<file path="config.mk">
export PLATFORM = sky130hd
export DESIGN_NAME = xbar_slave_arbiter
export DESIGN_NICKNAME = d
export VERILOG_FILES = /design/src/rtl/xbar_slave_arbiter.sv
export SDC_FILE = /design/constraint.sdc
export NUM_CORES = 1
export LEC_CHECK = 0
export CORE_MARGIN = 2
export CORE_UTILIZATION = 30
export CTS_BUF_LIST = sky130_fd_sc_hd__clkbuf_2 sky130_fd_sc_hd__clkbuf_4 sky130_fd_sc_hd__clkbuf_8
export CTS_CLUSTER_SIZE = 20
export DETAILED_ROUTE_END_ITERATION = 10
export GPL_TIMING_DRIVEN = 0
export MAX_ROUTING_LAYER = met4
export PLACE_DENSITY = 0.53
export SETUP_SLACK_MARGIN = 0.4
export SKIP_LAST_GASP = 1
export SYNTH_ARGS = -nofsm -noshare
export SYNTH_HDL_FRONTEND = slang
export SYNTH_SLANG_ARGS = --single-unit
</file>
<file path="constraint.sdc">
create_clock -name clk -period 1.6 [get_ports clk]
set_clock_uncertainty 0.05 [all_clocks]
set_input_delay 0.48 -clock clk [delete_from_list [all_inputs] [get_ports clk]]
set_output_delay 0.48 -clock clk [all_outputs]
set_load 0.005 [all_outputs]
</file>
<file path="src/rtl/xbar_slave_arbiter.sv">
// Round-robin arbiter granting one crossbar slave to one of N_MASTERS masters per session.
// Optional forced release after TIMEOUT cycles is enabled by defining XBAR_ARB_TIMEOUT_EN.
module xbar_slave_arbiter #(
  parameter int N_MASTERS = 4,
  parameter int TIMEOUT   = 255,
  localparam int IDX_W    = (N_MASTERS > 2) ? $clog2(N_MASTERS) : 1
) (
  input  logic                 clk,
  input  logic                 rst_n,
  input  logic [N_MASTERS-1:0] req,
  input  logic                 session_finished,
  output logic [N_MASTERS-1:0] grant,
  output logic                 grant_valid,
  output logic [IDX_W-1:0]     grant_idx,
  output logic                 timeout_pulse
);

  // Handshake: grant/grant_valid/grant_idx change only at a session boundary; the
  // granted master owns the slave until session_finished (or a forced release) is sampled.

  typedef enum logic {IDLE, GRANTED} state_t;

  state_t           state;
  logic [IDX_W-1:0] last_idx;
  logic [IDX_W-1:0] search_base;
  logic [IDX_W-1:0] next_idx;
  logic             timeout_hit;
  logic             release_now;

  if (N_MASTERS < 2 || N_MASTERS > 16 || TIMEOUT < 1 || TIMEOUT > 65535) begin : g_param_out_of_range
  end

  // First requester strictly after base, wrapping; base itself is checked last.
  function automatic logic [IDX_W-1:0] pick_next(input logic [N_MASTERS-1:0] r,
                                                 input logic [IDX_W-1:0]     base);
    logic [IDX_W-1:0] res;
    logic             found;
    int               j;
    res   = base;
    found = 1'b0;
    for (int k = 1; k <= N_MASTERS; k++) begin
      j = (int'(base) + k) % N_MASTERS;
      if (!found && r[j]) begin
        found = 1'b1;
        res   = IDX_W'(j);
      end
    end
    return res;
  endfunction

  assign search_base = (state == IDLE) ? last_idx : grant_idx;
  assign next_idx    = pick_next(req, search_base);
  assign release_now = (state == GRANTED) && (session_finished || timeout_hit);

`ifdef XBAR_ARB_TIMEOUT_EN
  logic [15:0] hold_cnt;
  assign timeout_hit = (state == GRANTED) && (hold_cnt == 16'(TIMEOUT - 1));
`else
  assign timeout_hit   = 1'b0;
  assign timeout_pulse = 1'b0;
`endif

  always_ff @(posedge clk or negedge rst_n) begin
    if (!rst_n) begin
      state       <= IDLE;
      grant       <= '0;
      grant_valid <= 1'b0;
      grant_idx   <= '0;
      last_idx    <= IDX_W'(N_MASTERS - 1);
`ifdef XBAR_ARB_TIMEOUT_EN
      hold_cnt      <= '0;
      timeout_pulse <= 1'b0;
`endif
    end else begin
`ifdef XBAR_ARB_TIMEOUT_EN
      timeout_pulse <= 1'b0;
`endif
      case (state)
        IDLE: begin
          if (|req) begin
            state       <= GRANTED;
            grant       <= N_MASTERS'(1) << next_idx;
            grant_valid <= 1'b1;
            grant_idx   <= next_idx;
`ifdef XBAR_ARB_TIMEOUT_EN
            hold_cnt <= '0;
`endif
          end
        end
        GRANTED: begin
          if (release_now) begin
            last_idx <= grant_idx;
`ifdef XBAR_ARB_TIMEOUT_EN
            timeout_pulse <= !session_finished;
            hold_cnt      <= '0;
`endif
            if (|req) begin
              grant     <= N_MASTERS'(1) << next_idx;
              grant_idx <= next_idx;
            end else begin
              state       <= IDLE;
              grant       <= '0;
              grant_valid <= 1'b0;
              grant_idx   <= '0;
            end
          end else begin
`ifdef XBAR_ARB_TIMEOUT_EN
            hold_cnt <= hold_cnt + 16'd1;
`endif
          end
        end
        default: state <= IDLE;
      endcase
    end
  end

endmodule

</file>
# Word-level counts from Yosys, hierarchy flattened
# Cells that the tools add are included.
[op_classes] addsub=4 multipliers=0 div=0 n_lt_le_gt_ge=4 eq_ne=3 n_shift=1 mux=35 bitwise_logic=5 n_reduce_logical=15
[op_table] operator="$lt 3x4->1 const B" count=4
[op_table] operator="$mux 1" count=16
[op_table] operator="$mux 2" count=8
[op_table] operator="$mux 4" count=3
[op_table] operator="$bmux 1 s2" count=4
[op_table] operator="$pmux 4 s2" count=1
[op_table] operator="$reduce_or 2->1" count=4
[op_table] operator="$add 2x1->2 const B" count=2
[op_table] operator="$add 2x2->2 const B" count=2
[op_table] operator="$and 1x1->1 const A" count=4
[op_table] operator="$logic_and 1x1->1" count=4
[op_table] operator="$ne 2x1->1 const B" count=2
[op_table] operator="$pmux 1 s2" count=2
[op_table] operator="$pmux 2 s2" count=1
[op_table] operator="$reduce_and 2->1" count=2
[op_table] operator="$reduce_or 4->1" count=1
[op_table] operator="$shl 1x2->4 const A" count=1
[op_table] operator="$logic_not 1->1" count=3
[op_table] operator="$reduce_and 3->1" count=1
[op_table] operator="$ne 2x2->1 const B" count=1
[op_table] operator="$not 1->1" count=1
[totals] reg_bits=10 latch_bits=0 ramBits=0 romBits=0 output_inout_bits=8 wordCells=72 mem_count=0

# Longest topological paths before layout
# Gate-level depths: netlist of run 1.
[depth] word_depth=21 ltp_mapped=7

# Worst setup path after synthesis of run 1
# OpenSTA, ideal clock, no wires.
[synth_path] path_kind="reg-to-reg" startpoint="reg state" endpoint="reg grant[3]" t_arrival_ns=1.501 slack_ns=-0.077 stages_incl_launch_ff=7 path_buffers=1 synth_period_minus_slack_ns=1.677 path_cell_list="dfrtp_1 buf_6 nor3b_1 o21a_1 or3_4 a32oi_1 o21ai_1"
[synth_between] elab_chain_cells=19 elab_cells_between_ends=40 cone_classes="add/sub (4); eq/ne (2); shift (1); mux (24); bitwise (1); reduce/logical (8)"
[synth_rtl] item="start: declaration" line_no="23" rtl="state_t state;"
[synth_rtl] item="start signal: assignment" line_no="65" rtl="state <= IDLE;"
[synth_rtl] item="start signal: assignment" line_no="81" rtl="state <= GRANTED;"
[synth_rtl] item="start signal: assignment" line_no="101" rtl="state <= IDLE;"
[synth_rtl] item="$mux 2" line_no="51" rtl="assign search_base = (state == IDLE) ? last_idx : grant_idx;"
[synth_rtl] item="$add 2x1->2" line_no="42" rtl="j = (int'(base) + k) % N_MASTERS;"
[synth_rtl] item="$bmux 1 s2" line_no="43" rtl="if (!found && r[j]) begin"
[synth_rtl] item="$mux 1 (implied by the code) (2 in series)" line_no="43"
[synth_rtl] item="$mux 1" line_no="43"
[synth_rtl] item="$logic_not 1->1" line_no="43"
[synth_rtl] item="$logic_and 1x1->1" line_no="43"
[synth_rtl] item="$mux 1" line_no="43"
[synth_rtl] item="[2 not listed]"
[synth_rtl] item="$mux 1" line_no="43"
[synth_rtl] item="$logic_not 1->1" line_no="43"
[synth_rtl] item="$logic_and 1x1->1" line_no="43"
[synth_rtl] item="$mux 2" line_no="43"
[synth_rtl] item="$shl 1x2->4" line_no="82, 98"
[synth_rtl] item="$mux 4" line_no="97" rtl="if (|req) begin"
[synth_rtl] item="$mux 4" line_no="91" rtl="if (release_now) begin"
[synth_rtl] item="$pmux 4 s2" line_no="78" rtl="case (state)"
[synth_rtl] item="end signal: assignment" line_no="82" rtl="grant <= N_MASTERS'(1) << next_idx;"
[synth_rtl] item="end signal: assignment" line_no="98" rtl="grant <= N_MASTERS'(1) << next_idx;"
[synth_rtl] item="end: declaration" line_no="12" rtl="output logic [N_MASTERS-1:0] grant,"
# Several ways; a longest one is shown, not always the timed one. The select of a mux whose other input is x is not followed.
# A chain may end at the register's enable or synchronous reset.

# Final worst setup path of run 1
[layout_path] startpoint="reg last_idx[1]" endpoint="reg grant[3]"
[layout_between] elab_chain_cells=19 elab_cells_between_ends=35 cone_classes="add/sub (4); shift (1); mux (24); reduce/logical (6)"
[layout_rtl] item="start: declaration" line_no="24" rtl="logic [IDX_W-1:0] last_idx;"
[layout_rtl] item="start signal: assignment" line_no="69" rtl="last_idx <= IDX_W'(N_MASTERS - 1);"
[layout_rtl] item="start signal: assignment" line_no="92" rtl="last_idx <= grant_idx;"
[layout_rtl] item="$mux 2 *" line_no="51"
[layout_rtl] item="$add 2x1->2" line_no="42"
[layout_rtl] item="$bmux 1 s2" line_no="43"
[layout_rtl] item="$mux 1 (implied by the code) (2 in series)" line_no="43"
[layout_rtl] item="$mux 1" line_no="43"
[layout_rtl] item="$logic_not 1->1" line_no="43"
[layout_rtl] item="$logic_and 1x1->1" line_no="43"
[layout_rtl] item="$mux 1" line_no="43"
[layout_rtl] item="[2 not listed]"
[layout_rtl] item="$mux 1" line_no="43"
[layout_rtl] item="$logic_not 1->1" line_no="43"
[layout_rtl] item="$logic_and 1x1->1" line_no="43"
[layout_rtl] item="$mux 2 *" line_no="43"
[layout_rtl] item="$shl 1x2->4 *" line_no="82, 98"
[layout_rtl] item="$mux 4" line_no="97"
[layout_rtl] item="$mux 4" line_no="91"
[layout_rtl] item="$pmux 4 s2 *" line_no="78"
# Every way passes the cells marked *; elsewhere a longest branch is shown, timed or not. The select of a mux whose other input is x is not followed.

==> results of run 1 <==
registers in the layout, indices dropped and copies added, names as in the netlist:
name         flops
grant_idx        2
grant_valid      1
grant            4
last_idx         2
state            1
kinds of logic (layout without fill, tap and decap cells):
| group | Yosys count | count (layout) | share of synthesized area |
|---|---|---|---|
| AND/OR/NAND/NOR | 26 | 26 | 0.229 |
| other | 1 | 1 | 0.00541 |
| AO/OA/AOI/OAI | 23 | 23 | 0.253 |
| flip-flops | 10 | 10 | 0.365 |
| multiplexers | 6 | 6 | 0.0993 |
| buffers and inverters | 5 | 32 | 0.0487 |
final timing paths:
path / cells after the start / slack [ns] / to / start
max: 5 / -0.15 / grant[3] / last_idx[1]
max in group asynchronous: 1 / 0.67 / grant_idx[1] / rst_n
max reg2reg: 5 / -0.15 / grant[3] / last_idx[1]
min in group clk: 2 / 0.51 / state / session_finished
min: 1 / 0.49 / state / rst_n
min reg2reg: 3 / 0.55 / grant[2] / grant[2]
worst max-delay path: cells and delay by family (launching register included):
kind / cells / cell delay (ns)
AOI/OAI and AO/OA: 3 / 0.51
and+or+nand+nor: 2 / 0.48
DFF: 1 / 0.60
where the power goes:
part | internal (mW) | switching, mW | total (mW)
clock network | 0.138 | 0.0836 | 0.222
logic | 0.293 | 0.232 | 0.525
registers | 0.330 | 0.0686 | 0.398
total | 0.761 | 0.385 | 1.15
layout by cell type (no fill, tap or decap):
| cell type | netlist | layout |
|---|---|---|
| dfstp_2 | 2 | 2 |
| a32oi_1 | 4 | 4 |
| nor2_4 | 0 | 2 |
| o32ai_2 | 0 | 1 |
| inv_1 | 1 | 1 |
| conb_1 | 1 | 1 |
| nand2b_1 | 3 | 3 |
| nor2_1 | 4 | 1 |
| or3_4 | 1 | 1 |
| o21a_2 | 0 | 1 |
| nor4_4 | 1 | 2 |
| nor3b_1 | 3 | 1 |
| o211ai_1 | 1 | 1 |
| clkdlybuf4s50_1 | 0 | 1 |
| o21ai_0 | 2 | 2 |
| buf_2 | 0 | 8 |
| nor2_2 | 0 | 1 |
| dfrtp_1 | 8 | 6 |
| a21oi_1 | 2 | 2 |
| nor3_2 | 0 | 1 |
| nand3_1 | 2 | 2 |
| o22ai_2 | 0 | 1 |
| nor3b_2 | 0 | 2 |
| nand2_2 | 0 | 1 |
| nand3b_1 | 1 | 1 |
| clkbuf_8 | 0 | 1 |
| mux2_2 | 4 | 4 |
| mux2i_4 | 0 | 2 |
| buf_6 | 1 | 5 |
| o21ai_1 | 5 | 5 |
| a22oi_1 | 5 | 5 |
| a2111oi_4 | 1 | 1 |
| clkbuf_4 | 0 | 3 |
| buf_4 | 2 | 11 |
| nand2_1 | 5 | 4 |
| dfrtp_2 | 0 | 2 |
| or4_4 | 0 | 1 |
| clkbuf_2 | 0 | 2 |
| nor3_1 | 4 | 3 |
stage by stage:
step / std cells / utilization / power, mW / setup slack (ns)
3_3_place_gp: 111 / 0.396 / 0.817 / -0.767
3_5_place_dp: 111 / 0.396 / 0.822 / -0.764
6_report: 126 / 0.468 / 1.15 / -0.155
5_1_grt: 126 / 0.468 / 1.23 / -0.231
2_1_floorplan: 71 / - / 0.648 / -0.0215
4_1_cts: 125 / 0.452 / 1.12 / -0.141
what timing repair did:
item | 4_1_cts | 5_1_grt
pin swaps | 4 | 1
gates resized for setup | 61 | 8
endpoints found under the setup margin | 17 | 16
buffers inserted | 10 | 1
per-layer routing:
layer  GRT usage  vias to the layer above
met5           -                        -
met3      0.0374                        0
met1       0.174                      319
met2       0.253                       10
li1            -                      332
met4      0.0263                        0
final cells by class:
cell class                 instances  area [um^2]
buffer                             4         35.0
clock buffer                       4         36.3
fill                             219         1160
inverter                           1         3.75
multi-input combinational         56          497
sequential                        10          255
tap                               28         35.0
timing repair buffer              23          164
==> summary.txt, run 1 <==
Outcome
  • Outcome: finished, violations left
  • Failing checks: negative setup slack

Synthesis
  • Most common cell in the netlist: dfrtp_1
  • Async set-reset flop share out of synthesis: 1.00
  • Largest area contributor in the netlist: dfrtp_1
  • Mapped Cells: 71
  • Commonest cells post-synth: dfrtp_1, a22oi_1, nand2_1, o21ai_1
  • Synthesized flop and latch total: 10
  • Synth Flop Type: dfrtp_1
  • Syn Nets: 78
  • Synth warn: 0
  • Mapped Area: 693 um^2
  • Area share of the largest cell type after synthesis: 0.289
  • Synth top area cells: dfrtp_1, dfstp_2, mux2_2, a22oi_1, a32oi_1
  • Post-synth EDFFs: 0
  • Count of cell types in the netlist: 31
  • Syn Area/Cell: 9.76 um^2
  • Post-synthesis sequential area ratio: 0.365

Layout
  • Area growth syn-to-layout: 48.0%
  • Cell area after layout: 1030 um^2
  • Nets: 106
  • Layout cell share with drive strength beyond 1: 0.561
  • Diodes inserted: 0

Global route
  • Largest net degree at the start of global routing: 11
  • First-pass GRT wire length: 2890 um
  • Remaining global-route overflow: 0
  • Number of global-route vias before repair: 640
  • Initial antenna violation count: 0
  • GRT Util Overall: 0.147

Power and ir drop
  • Worst VDD drop: 0.799 mV
  • Power Density: 1120 nW/um^2
  • Leakage power: 0.419 nW

Routing
  • DR top layer: met3
  • Initial drt markers: 8
  • Post-route antenna net violation count: 0
  • Met2 wire len: 899 um
  • Detailed Route WL: 1690 um
  • M1 WL: 720 um
  • Met3 wire len: 73 um
  • DR WL/cell: 13.4 um
  • Vias: 661
  • Via density: 5.25
  • DRC viols: 0
  • DR pass1 iterations: 4

Die
  • Core box area: 2190 um^2
  • FP Rows: 17
  • Die Height: 52.1 um
  • I/O pin total: 15
  • Initial Util: 0.316
  • Die footprint: 2710 um^2
  • Die Wd: 52.1 um

Timing
  • Crit path time final: 1.75 ns
  • Hold_ws: 0.489 ns
  • RSZ-0062 raised after global routing: true
  • Hold Violations, Final: 0
  • Setup TNS: -0.657 ns
  • Final setup vio count: 6
  • Fmax: 570 MHz
  • Final Cycle Share: 1.10
  • Worst setup margin: -0.155 ns
  • Slew Viols, Final: 0

Placed design
  • Placed inst area: 868 um^2
  • DPL Wire Length: 1180 um
  • Port bufs: 12
  • GPL Wtd Cong: 0.733

Setup path
  • Critical Path Sink Type: register
  • Crit Path Max Fanout: 5
  • Worst EP arrival: 1.84 ns
  • Slowest cell on the critical path: dfstp_2
  • CP peak stage delay: 0.60 ns
  • Setup crit start kind: register
  • WS Path Type: register to register
  • Worst EP required: 1.69 ns
  • CP cell instances: nor3_1 > o21a_2 > or3_4 > a32oi_1 > o21ai_1

Clock network
  • Clk slew on worst S/H paths: 0.07 ns
  • CTS root buf: clkbuf_4
  • TritonCTS Buffers: 3
  • H-Tree Depth: 1
  • Hold Buf Count CTS: 0
  • Max clock buf depth: 2
  • TritonCTS clock tree: yes
  • Clk_lat worst skew: 0.26 ns
  • Clk sinks: 10

Worst hold path
  • Min-delay worst type: input pin to asynchronous set/reset pin

Run
  • Max-cap violations: 0
(Power assumes the default switching activity.)
==> inputs of run 2 (changes only) <==
Settings changed: GPL_ROUTABILITY_DRIVEN set to 0.
==> results of run 2 <==
Final layout, timing and power as in run 1 (identical DEF).
